File: config.mk
export PLATFORM = sky130hd
export DESIGN_NAME = rv_decode_stage
export DESIGN_NICKNAME = d
export VERILOG_FILES = /design/src/rtl/rv_decode_pkg.sv /design/src/rtl/rv_imm_gen.sv /design/src/rtl/rv_decode_stage.sv
export SDC_FILE = /design/constraint.sdc
export NUM_CORES = 1
export LEC_CHECK = 0
export CORE_ASPECT_RATIO = 1.75
export CORE_MARGIN = 3
export CORE_UTILIZATION = 50
export CTS_CLUSTER_DIAMETER = 120
export DETAILED_ROUTE_END_ITERATION = 8
export PLACE_DENSITY = 0.73
export SYNTH_ARGS = -nofsm -noshare
export SYNTH_HDL_FRONTEND = slang
export SYNTH_SLANG_ARGS = --single-unit
File: constraint.sdc
create_clock -name clk -period 13.6 [get_ports clk]
set_input_delay 2.72 -clock clk [delete_from_list [all_inputs] [get_ports clk]]
set_output_delay 2.72 -clock clk [all_outputs]
set_load 0.02 [all_outputs]
File: src/rtl/rv_decode_pkg.sv
// Shared types for the RV32I decode stage: opcodes, operation IDs, immediate formats and
// the decoded-entry struct. RV32M IDs are used only when DECODE_RV32M_EN is defined.
package rv_decode_pkg;

    localparam logic [6:0] OPC_LOAD     = 7'b0000011;
    localparam logic [6:0] OPC_MISC_MEM = 7'b0001111;
    localparam logic [6:0] OPC_OP_IMM   = 7'b0010011;
    localparam logic [6:0] OPC_AUIPC    = 7'b0010111;
    localparam logic [6:0] OPC_STORE    = 7'b0100011;
    localparam logic [6:0] OPC_OP       = 7'b0110011;
    localparam logic [6:0] OPC_LUI      = 7'b0110111;
    localparam logic [6:0] OPC_BRANCH   = 7'b1100011;
    localparam logic [6:0] OPC_JALR     = 7'b1100111;
    localparam logic [6:0] OPC_JAL      = 7'b1101111;
    localparam logic [6:0] OPC_SYSTEM   = 7'b1110011;

    typedef enum logic [5:0] {
        OP_ILLEGAL = 6'd0,
        OP_LUI, OP_AUIPC, OP_JAL, OP_JALR,
        OP_BEQ, OP_BNE, OP_BLT, OP_BGE, OP_BLTU, OP_BGEU,
        OP_LB, OP_LH, OP_LW, OP_LBU, OP_LHU,
        OP_SB, OP_SH, OP_SW,
        OP_ADDI, OP_SLTI, OP_SLTIU, OP_XORI, OP_ORI, OP_ANDI, OP_SLLI, OP_SRLI, OP_SRAI,
        OP_ADD, OP_SUB, OP_SLL, OP_SLT, OP_SLTU, OP_XOR, OP_SRL, OP_SRA, OP_OR, OP_AND,
        OP_FENCE, OP_ECALL, OP_EBREAK,
        OP_MUL, OP_MULH, OP_MULHSU, OP_MULHU, OP_DIV, OP_DIVU, OP_REM, OP_REMU
    } op_e;

    typedef enum logic [2:0] {
        FMT_R = 3'd0,
        FMT_I = 3'd1,
        FMT_S = 3'd2,
        FMT_B = 3'd3,
        FMT_U = 3'd4,
        FMT_J = 3'd5
    } imm_fmt_e;

    typedef struct packed {
        op_e        op;
        logic [4:0] rd;
        logic [4:0] rs1;
        logic [4:0] rs2;
        logic       rd_we;
        logic       rs1_used;
        logic       rs2_used;
        logic       illegal;
    } dec_t;

endpackage

File: src/rtl/rv_imm_gen.sv
// Combinational immediate generator: builds the 32-bit immediate for the given format and
// sign-extends it to XLEN. Independent of DECODE_RV32M_EN.
module rv_imm_gen
    import rv_decode_pkg::*;
#(
    parameter int unsigned XLEN = 32
) (
    input  logic [31:0]     instr,
    input  logic [2:0]      fmt,
    output logic [XLEN-1:0] imm
);

    logic [31:0] raw;

    always_comb begin
        raw = '0;
        case (imm_fmt_e'(fmt))
            FMT_I:   raw = {{20{instr[31]}}, instr[31:20]};
            FMT_S:   raw = {{20{instr[31]}}, instr[31:25], instr[11:7]};
            FMT_B:   raw = {{19{instr[31]}}, instr[31], instr[7], instr[30:25], instr[11:8], 1'b0};
            FMT_U:   raw = {instr[31:12], 12'b0};
            FMT_J:   raw = {{11{instr[31]}}, instr[31], instr[19:12], instr[20], instr[30:21],
                            1'b0};
            default: raw = '0;
        endcase
    end

    assign imm = XLEN'(signed'(raw));

endmodule

File: src/rtl/rv_decode_stage.sv
// Registered RV32I decode stage with a two-entry skid buffer on valid/ready handshakes.
// Define DECODE_RV32M_EN to decode the RV32M multiply/divide group instead of trapping it.
module rv_decode_stage
    import rv_decode_pkg::*;
#(
    parameter int unsigned XLEN = 32,
    parameter int unsigned PC_W = 32
) (
    input  logic            clk,
    input  logic            rst,
    input  logic            flush,
    input  logic            in_valid,
    output logic            in_ready,
    input  logic [31:0]     in_instr,
    input  logic [PC_W-1:0] in_pc,
    output logic            out_valid,
    input  logic            out_ready,
    output logic [5:0]      out_op,
    output logic [4:0]      out_rd,
    output logic [4:0]      out_rs1,
    output logic [4:0]      out_rs2,
    output logic            out_rd_we,
    output logic            out_rs1_used,
    output logic            out_rs2_used,
    output logic [XLEN-1:0] out_imm,
    output logic [PC_W-1:0] out_pc,
    output logic            out_illegal
);

    localparam logic [1:0] ST_EMPTY = 2'd0;
    localparam logic [1:0] ST_ONE   = 2'd1;
    localparam logic [1:0] ST_FULL  = 2'd2;

    typedef struct packed {
        dec_t            dec;
        logic [XLEN-1:0] imm;
        logic [PC_W-1:0] pc;
    } entry_t;

    logic [6:0] opcode;
    logic [2:0] funct3;
    logic [6:0] funct7;
    op_e        op;
    imm_fmt_e   fmt;
    logic       wr, rd1, rd2;
    logic [XLEN-1:0] imm;
    entry_t     in_entry;

    assign opcode = in_instr[6:0];
    assign funct3 = in_instr[14:12];
    assign funct7 = in_instr[31:25];

    always_comb begin
        op  = OP_ILLEGAL;
        fmt = FMT_R;
        wr  = 1'b0;
        rd1 = 1'b0;
        rd2 = 1'b0;
        case (opcode)
            OPC_LUI:   begin op = OP_LUI;   fmt = FMT_U; wr = 1'b1; end
            OPC_AUIPC: begin op = OP_AUIPC; fmt = FMT_U; wr = 1'b1; end
            OPC_JAL:   begin op = OP_JAL;   fmt = FMT_J; wr = 1'b1; end
            OPC_JALR: begin
                fmt = FMT_I; wr = 1'b1; rd1 = 1'b1;
                if (funct3 == 3'b000) op = OP_JALR;
            end
            OPC_BRANCH: begin
                fmt = FMT_B; rd1 = 1'b1; rd2 = 1'b1;
                case (funct3)
                    3'b000:  op = OP_BEQ;
                    3'b001:  op = OP_BNE;
                    3'b100:  op = OP_BLT;
                    3'b101:  op = OP_BGE;
                    3'b110:  op = OP_BLTU;
                    3'b111:  op = OP_BGEU;
                    default: op = OP_ILLEGAL;
                endcase
            end
            OPC_LOAD: begin
                fmt = FMT_I; wr = 1'b1; rd1 = 1'b1;
                case (funct3)
                    3'b000:  op = OP_LB;
                    3'b001:  op = OP_LH;
                    3'b010:  op = OP_LW;
                    3'b100:  op = OP_LBU;
                    3'b101:  op = OP_LHU;
                    default: op = OP_ILLEGAL;
                endcase
            end
            OPC_STORE: begin
                fmt = FMT_S; rd1 = 1'b1; rd2 = 1'b1;
                case (funct3)
                    3'b000:  op = OP_SB;
                    3'b001:  op = OP_SH;
                    3'b010:  op = OP_SW;
                    default: op = OP_ILLEGAL;
                endcase
            end
            OPC_OP_IMM: begin
                fmt = FMT_I; wr = 1'b1; rd1 = 1'b1;
                case (funct3)
                    3'b000:  op = OP_ADDI;
                    3'b010:  op = OP_SLTI;
                    3'b011:  op = OP_SLTIU;
                    3'b100:  op = OP_XORI;
                    3'b110:  op = OP_ORI;
                    3'b111:  op = OP_ANDI;
                    3'b001:  if (funct7 == 7'h00) op = OP_SLLI;
                    default: begin
                        if (funct7 == 7'h00)      op = OP_SRLI;
                        else if (funct7 == 7'h20) op = OP_SRAI;
                    end
                endcase
            end
            OPC_OP: begin
                wr = 1'b1; rd1 = 1'b1; rd2 = 1'b1;
                if (funct7 == 7'h00) begin
                    case (funct3)
                        3'b000:  op = OP_ADD;
                        3'b001:  op = OP_SLL;
                        3'b010:  op = OP_SLT;
                        3'b011:  op = OP_SLTU;
                        3'b100:  op = OP_XOR;
                        3'b101:  op = OP_SRL;
                        3'b110:  op = OP_OR;
                        default: op = OP_AND;
                    endcase
                end else if (funct7 == 7'h20) begin
                    if (funct3 == 3'b000)      op = OP_SUB;
                    else if (funct3 == 3'b101) op = OP_SRA;
                end
`ifdef DECODE_RV32M_EN
                else if (funct7 == 7'h01) begin
                    case (funct3)
                        3'b000:  op = OP_MUL;
                        3'b001:  op = OP_MULH;
                        3'b010:  op = OP_MULHSU;
                        3'b011:  op = OP_MULHU;
                        3'b100:  op = OP_DIV;
                        3'b101:  op = OP_DIVU;
                        3'b110:  op = OP_REM;
                        default: op = OP_REMU;
                    endcase
                end
`endif
            end
            OPC_MISC_MEM: begin
                fmt = FMT_I;
                if (funct3 == 3'b000) op = OP_FENCE;
            end
            OPC_SYSTEM: begin
                fmt = FMT_I;
                if (in_instr == 32'h0000_0073)      op = OP_ECALL;
                else if (in_instr == 32'h0010_0073) op = OP_EBREAK;
            end
            default: op = OP_ILLEGAL;
        endcase
        // Illegal words travel with no side effects and a zero immediate.
        if (op == OP_ILLEGAL) begin
            fmt = FMT_R;
            wr  = 1'b0;
            rd1 = 1'b0;
            rd2 = 1'b0;
        end
    end

    rv_imm_gen #(
        .XLEN(XLEN)
    ) u_imm_gen (
        .instr(in_instr),
        .fmt  (fmt),
        .imm  (imm)
    );

    always_comb begin
        in_entry.dec.op       = op;
        in_entry.dec.rd       = in_instr[11:7];
        in_entry.dec.rs1      = in_instr[19:15];
        in_entry.dec.rs2      = in_instr[24:20];
        in_entry.dec.rd_we    = wr && (in_instr[11:7] != 5'd0);
        in_entry.dec.rs1_used = rd1;
        in_entry.dec.rs2_used = rd2;
        in_entry.dec.illegal  = (op == OP_ILLEGAL);
        in_entry.imm          = imm;
        in_entry.pc           = in_pc;
    end

    logic [1:0] state_q, state_d;
    entry_t     main_q, main_d, skid_q, skid_d;
    logic       accept, pop;

    assign in_ready  = (state_q != ST_FULL);
    assign out_valid = (state_q != ST_EMPTY);
    assign accept    = in_valid && in_ready && !flush;
    assign pop       = out_valid && out_ready;

    always_comb begin
        state_d = state_q;
        main_d  = main_q;
        skid_d  = skid_q;
        if (flush) begin
            state_d = ST_EMPTY;
            main_d  = '0;
            skid_d  = '0;
        end else begin
            case (state_q)
                ST_EMPTY: begin
                    if (accept) begin
                        main_d  = in_entry;
                        state_d = ST_ONE;
                    end
                end
                ST_ONE: begin
                    if (accept && pop) begin
                        main_d = in_entry;
                    end else if (accept) begin
                        skid_d  = in_entry;
                        state_d = ST_FULL;
                    end else if (pop) begin
                        state_d = ST_EMPTY;
                    end
                end
                ST_FULL: begin
                    if (pop) begin
                        main_d  = skid_q;
                        state_d = ST_ONE;
                    end
                end
                default: state_d = ST_EMPTY;
            endcase
        end
    end

    always_ff @(posedge clk or posedge rst) begin
        if (rst) begin
            state_q <= ST_EMPTY;
            main_q  <= '0;
            skid_q  <= '0;
        end else begin
            state_q <= state_d;
            main_q  <= main_d;
            skid_q  <= skid_d;
        end
    end

    assign out_op       = main_q.dec.op;
    assign out_rd       = main_q.dec.rd;
    assign out_rs1      = main_q.dec.rs1;
    assign out_rs2      = main_q.dec.rs2;
    assign out_rd_we    = main_q.dec.rd_we;
    assign out_rs1_used = main_q.dec.rs1_used;
    assign out_rs2_used = main_q.dec.rs2_used;
    assign out_imm      = main_q.imm;
    assign out_pc       = main_q.pc;
    assign out_illegal  = main_q.dec.illegal;

endmodule

==> qor.csv <==
metric,value,unit
status,"finished, final reports clean",
drt_pass1_iterations,6,
fin_tns_setup,0,ns
crit_path_start_kind,primary input,
wl_per_cell,19.44,um
finalSetupViolCount,0,
synthCells,1011,
r2r_start,state_q[1],
cts.root.buffer_cell,clkbuf_16,
ys_seq_area_frac,0.4891,
r2r_cells,6,
die-area,20150,um2
rr_endpoint,out_rd_we,
postCtsHoldBufs,0,
skew,0.01555,ns
wl,26380,um
ys_types,70,
max_cap_violations,0,
clk_latency,0.44,ns
slew_violations,0,
core_area,18050,um2
cts_tree,yes,
yosys_warnings,0,
initial_core_util,0.5100,
die_y,185.5,um
io_buffers,159,
gp_congestion,0.9691,
via_per_inst,5.868,
nNetsFinal,1179,
power_density,111.5,nW/um2
synth_top_area_cell,dfrtp_1,
worst_slew_pin_slew,1.219,ns
first_iter_violations,576,
drive_above_1_share,0.06768,
vias,7963,
ios,160,
synth.cell_area,9209,um2
cp_max_fo,34,
drc,0,
endpoint_kind,register,
instances_no_fill,1357,
synth_area_per_cell,9.109,um2
max_freq,159.0,MHz
rsz0062_at_grt,no,
min_period,6.291,ns
grt_start_max_net_pins,105,
ys_async_sr_fraction,1.000,
cts_sinks,180,
final_core_util,0.6342,
cp_data_required_time,13.86,ns
synthTopCellsByArea,"dfrtp_1, nand2_1, mux2i_1",
num_antenna_cells,0,
cp.arrival,6.55,ns
vdd_drop_max,0.00006363,V
place_inst,1325,
slew_headroom,0.1846,
synth_edf_count,0,
worstHoldStart,out_pc[13],
grt_usage,0.2632,
dp.final_hpwl,17890,um
areaGrowthSynthToFinish,24.35,%
first_global_vias,7715,
post_cts_resized,0,
hp-class,register to register,
antenna_found_initial,0,
ant_nets,0,
clk_path_buf_depth,2,
ys_ff_latch,180,
dieWidth,108.6,um
syn_nets,1080,
r2r_slack,10.66,ns
cts_setup_buffers,0,
period_share,0.4626,
cts_htree_levels,4,
clk_pin_slew,0.07,ns
p_leak,0.004926,uW
grt_pass1_wl,41170,um
worstSetupPathType,primary input to register,
finalHoldViolCount,0,
ys.flop_type,dfrtp_1,
numCtsBuffers,17,
num_rows,65,
min_path_cells,2,
globalRouteOverflowTotal,0,
hold_end,out_pc[13],
synth_top_cell_area_share,0.4891,
## state kept, by name (all words and copies together) (netlist names), 2 cells and up
register,count
skid_q,89
out_rs2,5
out_rd,5
state_q,2
out_pc,32
out_op,6
out_rs1,5
out_imm,32
## cells in the final DEF (no fill, tap or decap), types with 13 or more instances in the layout
cell type and instances:
nor2_1 56, a21oi_1 58, dfrtp_1 180, clkdlybuf4s50_1 158, mux2i_1 56, o21ai_1 32
o31ai_1 49, nand2_1 210, a22oi_1 27, o22ai_1 13, o21ai_0 49, clkbuf_16 17
nand3_1 30
## logic make-up (layout without fill, tap and decap cells)
| logic type | count (synthesis) | count (layout) | share of synthesized area |
|---|---|---|---|
| AND/OR/NAND/NOR | 378 | 378 | 0.1898 |
| XOR/XNOR | 2 | 2 | 0.001903 |
| buffers and inverters | 97 | 209 | 0.04606 |
| flip-flops | 180 | 180 | 0.4891 |
| multiplexers | 56 | 56 | 0.06087 |
| AO/OA/AOI/OAI | 298 | 298 | 0.2122 |
## through the flow
| stage | instance area (um2) | total power, uW | setup slack, ns | hold slack, ns |
|---|---|---|---|---|
| finish | 11450 | 1277 | 7.309 | 0.4751 |
| global route | 11450 | 1323 | 6.985 | 0.5002 |
| CTS | 11450 | 1287 | 7.362 | 0.4806 |
| detailed placement | 10820 | 758.5 | 6.934 | 0.4655 |
| global placement | 10820 | 756.6 | 6.954 | 0.4585 |
| floorplan | 9209 | 674.9 | 5.993 | 0.4507 |
## where the power goes
part | internal [uW] | switching, uW | total, uW
logic | 70.9 | 110 | 181
registers | 554 | 11.0 | 566
clock network | 306 | 224 | 530
total | 931 | 346 | 1280
## metal layers
metal,global-route usage,vias up,routed length [um]
li1,-,3784,-
met1,0.3153,3846,10270
met2,0.4625,271,13790
met3,0.03159,62,1144
met4,0.1304,0,1175
met5,0,-,0
## cells in the mapped netlist (2+ instances only)
cell type and count:
and3b_1 4, nand4_1 5, o211ai_1 11, a211oi_2 3, nand2b_1 9, buf_2 12
a21o_1 11, a22oi_1 27, a31oi_1 3, a32oi_1 4, a2111oi_2 2, nor4_4 2
nand3_1 30, buf_6 3, o21ai_0 50, dfrtp_1 180, a21boi_0 4, nor3_1 13
nor4_1 2, o22ai_1 13, and2_1 11, a211oi_1 5, o21ai_1 31, a21oi_1 58
or2_2 4, inv_1 6, or3_1 2, nand4b_1 2, nor2b_1 10, buf_4 6
nand2_1 210, clkbuf_1 63, or2_1 2, o31ai_1 49, xor2_1 2, nor2_1 56
buf_1 6, a2bb2oi_1 2, nor3b_1 4, o32ai_1 2, mux2i_1 56, a31o_2 3
a22o_1 6
## how the worst max path moves through the flow
stage | from | end | slack [ns] | cells after the start
2_1_floorplan | rst | out_illegal | 5.99 | 1
3_3_place_gp | in_instr[13] | skid_q[65] | 6.95 | 8
3_5_place_dp | in_instr[13] | skid_q[46] | 6.93 | 8
4_1_cts | in_instr[13] | skid_q[51] | 7.36 | 8
5_1_grt | in_instr[13] | skid_q[65] | 6.99 | 8
6_report | in_instr[12] | skid_q[51] | 7.31 | 8
## worst max-delay path, stage by stage
cell and delay, ns:
clkdlybuf4s50_1 0.84, nor2_1 0.43, o32ai_1 0.13, a31o_1 0.27, a211oi_2 0.32, nand4_2 0.58
o21ai_4 1.00, o22ai_1 0.25
## final cells by class
class,instances,area [um2]
fillers,1568,6604
flip-flops and latches,180,4504
multi-input cells,734,4315
repair buffers,170,1672
clock buffers,19,452.9
well taps,234,292.8
clock inverters,13,181.4
inverters,7,32.53
(Power assumes the default switching activity.)
